**src/rtl/sd_dac_pkg.sv**
```systemverilog
// Shared constants and saturating arithmetic for the second-order sigma-delta DAC.
package sd_dac_pkg;

    localparam int IN_W_DEF  = 16;
    localparam int ACC_W_DEF = 24;
    localparam int FS        = 1 << (IN_W_DEF - 1);

    // Arithmetic is done at a fixed wide width so one function serves any ACC_W.
    localparam int SAT_W = 64;
    localparam logic signed [SAT_W+1:0] SAT_ONE = {{(SAT_W+1){1'b0}}, 1'b1};

    // acc + add - sub, clamped to the signed range of a w-bit register.
    function automatic logic signed [SAT_W-1:0] sat_add(
        input logic signed [SAT_W-1:0] acc,
        input logic signed [SAT_W-1:0] add,
        input logic signed [SAT_W-1:0] sub,
        input int unsigned             w
    );
        logic signed [SAT_W+1:0] sum;
        logic signed [SAT_W+1:0] hi;
        logic signed [SAT_W+1:0] lo;
        sum = {{2{acc[SAT_W-1]}}, acc} + {{2{add[SAT_W-1]}}, add} - {{2{sub[SAT_W-1]}}, sub};
        hi  = (SAT_ONE <<< (w - 32'd1)) - SAT_ONE;
        lo  = -(SAT_ONE <<< (w - 32'd1));
        if (sum > hi) begin
            sat_add = SAT_W'(hi);
        end else if (sum < lo) begin
            sat_add = SAT_W'(lo);
        end else begin
            sat_add = SAT_W'(sum);
        end
    endfunction

endpackage

```
**src/rtl/sd_integ.sv**
```systemverilog
// Saturating accumulator: acc <= sat(acc + a - b). The next value is exported
// combinationally so a following stage can use it in the same cycle.
module sd_integ
    import sd_dac_pkg::*;
#(
    parameter int ACC_W = ACC_W_DEF
) (
    input  logic                    clk_i,
    input  logic                    clr_i,
    input  logic signed [ACC_W-1:0] a_i,
    input  logic signed [ACC_W-1:0] b_i,
    output logic signed [ACC_W-1:0] d_o
);

    logic signed [ACC_W-1:0] acc_q;
    logic signed [ACC_W-1:0] acc_d;

    // Next accumulator value, clamped so the integrator never wraps.
    always_comb begin
        acc_d = ACC_W'(sat_add(SAT_W'(acc_q), SAT_W'(a_i), SAT_W'(b_i), ACC_W));
        d_o   = acc_d;
    end

    // Accumulator register with synchronous clear.
    always_ff @(posedge clk_i) begin
        if (clr_i) begin
            acc_q <= '0;
        end else begin
            acc_q <= acc_d;
        end
    end

endmodule

```
**src/rtl/sd_dac.sv**
```systemverilog
// Second-order 1-bit sigma-delta DAC modulator, NTF (1 - z^-1)^2.
// Two cascaded saturating integrators, feedback mux and sign comparator.
module sd_dac
    import sd_dac_pkg::*;
#(
    parameter int IN_W  = IN_W_DEF,
    parameter int ACC_W = ACC_W_DEF
) (
    input  logic                   clk,
    input  logic                   rst,
    input  logic signed [IN_W-1:0] sig,
    output logic                   dac_out
);

    localparam logic signed [ACC_W-1:0] FB_POS =
        {{(ACC_W-IN_W){1'b0}}, 1'b1, {(IN_W-1){1'b0}}};
    localparam logic signed [ACC_W-1:0] FB_NEG = -FB_POS;

    logic                    dac_q;
    logic                    dac_d;
    logic signed [ACC_W-1:0] sig_ext_s;
    logic signed [ACC_W-1:0] fb_s;
    logic signed [ACC_W-1:0] i1_d_s;
    logic signed [ACC_W-1:0] i2_d_s;

    // Sign extension, feedback from the registered bit, and quantizer on i2's next value.
    always_comb begin
        sig_ext_s = {{(ACC_W-IN_W){sig[IN_W-1]}}, sig};
        if (dac_q) begin
            fb_s = FB_POS;
        end else begin
            fb_s = FB_NEG;
        end
        dac_d = ~i2_d_s[ACC_W-1];
    end

    sd_integ #(.ACC_W(ACC_W)) u_integ1 (
        .clk_i (clk),
        .clr_i (rst),
        .a_i   (sig_ext_s),
        .b_i   (fb_s),
        .d_o   (i1_d_s)
    );

    // Delay-free cascade: the second stage consumes i1's freshly computed value.
    sd_integ #(.ACC_W(ACC_W)) u_integ2 (
        .clk_i (clk),
        .clr_i (rst),
        .a_i   (i1_d_s),
        .b_i   (fb_s),
        .d_o   (i2_d_s)
    );

    // Output bit register.
    always_ff @(posedge clk) begin
        if (rst) begin
            dac_q <= 1'b0;
        end else begin
            dac_q <= dac_d;
        end
    end

    assign dac_out = dac_q;

endmodule

```
**config.mk**
```make
export PLATFORM = sky130hd
export DESIGN_NAME = sd_dac
export DESIGN_NICKNAME = d
export VERILOG_FILES = /design/src/rtl/sd_dac_pkg.sv /design/src/rtl/sd_integ.sv /design/src/rtl/sd_dac.sv
export SDC_FILE = /design/constraint.sdc
export NUM_CORES = 1
export LEC_CHECK = 0
export CELL_PAD_IN_SITES_DETAIL_PLACEMENT = 1
export CELL_PAD_IN_SITES_GLOBAL_PLACEMENT = 2
export CORE_MARGIN = 4
export CORE_UTILIZATION = 34
export CTS_CLUSTER_SIZE = 14
export DETAILED_ROUTE_END_ITERATION = 10
export GPL_TIMING_DRIVEN = 0
export PLACE_DENSITY = 0.78
export RECOVER_POWER = 50
export SLEW_MARGIN = 20
export SYNTH_ARGS = -nofsm -noshare
export SYNTH_HDL_FRONTEND = slang
export SYNTH_SLANG_ARGS = --single-unit
```
**constraint.sdc**
```tcl
create_clock -name clk -period 6.8 [get_ports clk]
set_input_delay 2.04 -clock clk [delete_from_list [all_inputs] [get_ports clk]]
set_output_delay 2.04 -clock clk [all_outputs]
set_load 0.05 [all_outputs]
```
==> flow_metrics.env <==
export IMPL_finalInstanceArea_um2=7680
export IMPL_whs_path_depth=3
export IMPL_clock_tree_buffer_depth=2
export IMPL_synth_fp_nets=793
export IMPL_rsz0062_at_grt="true"
export IMPL_maxSlewViolCount=0
export IMPL_initialDrtViolationCount=210
export IMPL_hpwl_um=12400
export IMPL_dieArea_um2=17900
export IMPL_hp_start="u_integ2.acc_q[0]"
export IMPL_cts_inserted_buffers=5
export IMPL_rows=45
export IMPL_portBuffers=18
export IMPL_boundaryPins=19
export IMPL_routedWlPerCell_um=18.0
export IMPL_drive_above_1_share_pct=35.5
export IMPL_drtPass1Iterations=4
export IMPL_antenna_found_initial=0
export IMPL_finalClockSkew_ns=0.00922
export IMPL_overflow=0
export IMPL_r2r_end="u_integ2.acc_q[4]"
export IMPL_viasPerCell=5.25
export IMPL_clock_sinks=49
export IMPL_cts_hold_buf=0
export IMPL_cp_required_ns=7.05
export IMPL_clk_latency_ns=0.32
export IMPL_core_um2=15400
export IMPL_cp_arrival_ns=7.26
export IMPL_cts_tree="built"
export IMPL_endpoint_kind="flop"
export IMPL_htreeDepth=2
export IMPL_initial_core_util_pct=35.1
export IMPL_crit_type="input pin to flop"
export IMPL_reg2reg_depth=26
export IMPL_min_path_type="flop to flop"
export IMPL_period_share_pct=103
export IMPL_cpMaxStageDelayCell="fa_1"
export IMPL_syn_inst=679
export IMPL_nFillCells=1776
export IMPL_cts_root_buf="clkbuf_16"
export IMPL_postLayoutSetupSlackWorst_ns=-0.216
export IMPL_syn_to_final_growth_pct=42.5
export IMPL_dpl_worst_slack_ns=-2.11
export IMPL_grt_first_pass_wirelength_um=28400
export IMPL_cp_num_buf_inv=6
export IMPL_yosysUniqueCellTypes=64
export IMPL_vias=5115
export IMPL_worstPathMaxFanout=6
export IMPL_timing_rr_start="dac_out"
export IMPL_hold_violations=0
export IMPL_reg2reg_slack_ns=0.15
export IMPL_grt_pass1_vias=5576
export IMPL_cap_violations=0
export IMPL_fin_crit_ns=7.02
export IMPL_die_y_um=134
export IMPL_grt_use_total_pct=19.7
export IMPL_drc_errors=0
export IMPL_postPlaceCellArea_um2=5850
export IMPL_worst_slew_pin_slew_ns=0.854
export IMPL_syn_area_per_cell_um2=7.94
export IMPL_routabilityCongestion=0.834
export IMPL_diodes=0
export IMPL_synth_flop_cell="dfxtp_1"
export IMPL_cp_top_family="compound AO/OA/AOI/OAI gates"
export IMPL_maxSlewHeadroom_pct=43.0
export IMPL_fmax_ghz=0.143
export IMPL_clk_pin_slew_ns=0.08
export IMPL_failed_checks="negative setup slack"
export IMPL_status="finished, violations left"
export IMPL_grt_max_degree=18
export IMPL_wl_um=17500
export IMPL_post_synth_instance_area_um2=5390
export IMPL_synth_seq_area_share_pct=18.2
export IMPL_timing_critical_path_mode_cell="buf_6"
export IMPL_start_kind="input pin"
export IMPL_hold_end="u_integ2.acc_q[0]"
export IMPL_crit_path_max_incr_delay_ns=0.49
export IMPL_nNetsFinal=876
export IMPL_ys_warn_count=0
export IMPL_synth_edff_count=0
export IMPL_final_antenna_net_count=0
export IMPL_synth_seq_cells=49
export IMPL_setup_violations=23
export IMPL_dieWidth_um=134
export IMPL_async_flop_share_pct=0
## layout make-up
class	instances	area [um2]	area share [%]
clock buffers	5	125	1.63
inverters	130	495	6.45
well taps	211	264	3.44
plain buffers	17	173	2.25
multi-input cells	475	4890	63.7
flip-flops and latches	49	981	12.8
clock inverters	3	25.0	0.326
repair buffers	84	728	9.48
## cell usage after synthesis, types with 2 or more instances
| library cell | count | area, um2 |
|---|---|---|
| a211oi_1 | 17 | 128 |
| a21o_1 | 26 | 195 |
| a21oi_1 | 46 | 230 |
| a311oi_1 | 2 | 17.5 |
| a31oi_1 | 13 | 81.3 |
| a41oi_1 | 4 | 35.0 |
| and2_1 | 3 | 18.8 |
| and3_1 | 8 | 50.1 |
| and4_1 | 2 | 17.5 |
| buf_2 | 10 | 50.1 |
| buf_6 | 4 | 45.0 |
| clkbuf_1 | 10 | 37.5 |
| dfxtp_1 | 49 | 981 |
| fa_1 | 16 | 320 |
| ha_1 | 80 | 1000 |
| inv_1 | 130 | 488 |
| mux2i_1 | 2 | 20.0 |
| nand2_1 | 34 | 128 |
| nand2b_1 | 13 | 81.3 |
| nand3_1 | 14 | 70.1 |
| nand4_1 | 4 | 25.0 |
| nor2_1 | 16 | 60.1 |
| nor2b_1 | 5 | 31.3 |
| nor3_1 | 6 | 30.0 |
| nor3b_1 | 3 | 22.5 |
| nor4_1 | 2 | 12.5 |
| o2111ai_1 | 3 | 26.3 |
| o211a_1 | 4 | 40.0 |
| o211ai_1 | 7 | 52.6 |
| o21a_1 | 6 | 45.0 |
| o21ai_0 | 54 | 270 |
| o21ai_2 | 3 | 26.3 |
| o21bai_1 | 4 | 30.0 |
| o31a_1 | 2 | 17.5 |
| o31ai_1 | 9 | 67.6 |
| xnor2_1 | 18 | 158 |
| xor2_1 | 23 | 201 |
## repair_timing
item                       CTS  global route
gates resized for setup    240            66
setup buffers               51             8
gates cloned                 6             1
setup endpoints to repair   25            25
pin swaps                   88            37
## kinds of logic (layout without fill, tap and decap cells)
logic type,after synthesis,after routing,synth area share [%]
AND/OR/NAND/NOR,119,119,11.7
flip-flops,49,49,18.2
buffers and inverters,155,239,11.7
multiplexers,2,2,0.371
XOR/XNOR,41,41,6.66
AO/OA/AOI/OAI,217,217,27.0
adder cells (fa/ha/maj),96,96,24.5
## metrics by stage
| step | hold slack [ns] | util (%) | TNS, ns | std cells |
|---|---|---|---|---|
| global route | 0.675 | 50.0 | -8.64 | 974 |
| finish | 0.622 | 50.0 | -3.30 | 974 |
| global placement | 0.598 | 38.1 | -46.29 | 908 |
| detailed placement | 0.640 | 38.1 | -49.76 | 908 |
| CTS | 0.630 | 47.5 | -2.35 | 965 |
| floorplan | 0.587 | - | 0 | 679 |
## per-layer routing
layer  vias up  GRT usage (%)  share of wire [%]
li1       2518              -                  -
met1      2532           24.2                 44
met2        48           36.4                 52
met3        17           2.96                2.1
met4         0           4.17                2.0
met5         -              0                  0
## cells in the final DEF (no fill, tap or decap), drive strengths merged, types with 3 or more instances in the layout
cell	n
clkbuf	8
nand3	15
and3	8
dlygate4sd2	8
dfxtp	49
o211ai	7
ha	80
nor3	6
nor2	16
fa	16
a211oi	17
xor2	23
o21bai	4
buf	83
nor3b	3
a21oi	47
o31ai	9
clkdlybuf4s50	5
o211a	5
nand2	34
a311oi	3
a41oi	4
o21ai	58
nand2b	14
inv	132
a31oi	14
a21o	26
nand4	4
xnor2	18
nor2b	5
o21a	6
o2111ai	3
and2	5
## state kept, by name, summed over array words and instances (netlist names)
register	flops
dac_out	1
u_integ2.acc_q	24
u_integ1.acc_q	24
## worst register-to-register path, delay by kind of cell (launching register included)
kind / cells / cell delay [ns]
buffers and inverters: 6 / 1.05
and+or+nand+nor: 5 / 1.01
adders and majority gates: 4 / 1.40
AOI/OAI and AO/OA: 10 / 1.99
muxes: 1 / 0.27
DFF: 1 / 0.88
## worst max-delay path by stage
stage | startpoint | endpoint | slack, ns | cells after the start
3_5_place_dp | sig[15] | u_integ2.acc_q[20] | -2.11 | 25
3_3_place_gp | sig[15] | u_integ2.acc_q[17] | -1.96 | 25
4_1_cts | sig[15] | u_integ2.acc_q[4] | -0.14 | 26
5_1_grt | sig[15] | u_integ2.acc_q[4] | -0.41 | 24
6_report | sig[15] | u_integ2.acc_q[4] | -0.22 | 25
2_1_floorplan | sig[15] | u_integ2.acc_q[10] | 0.004 | 27
Power is not shown: default switching activity piles up to over one toggle a cycle in this logic, so the estimate is an artifact.
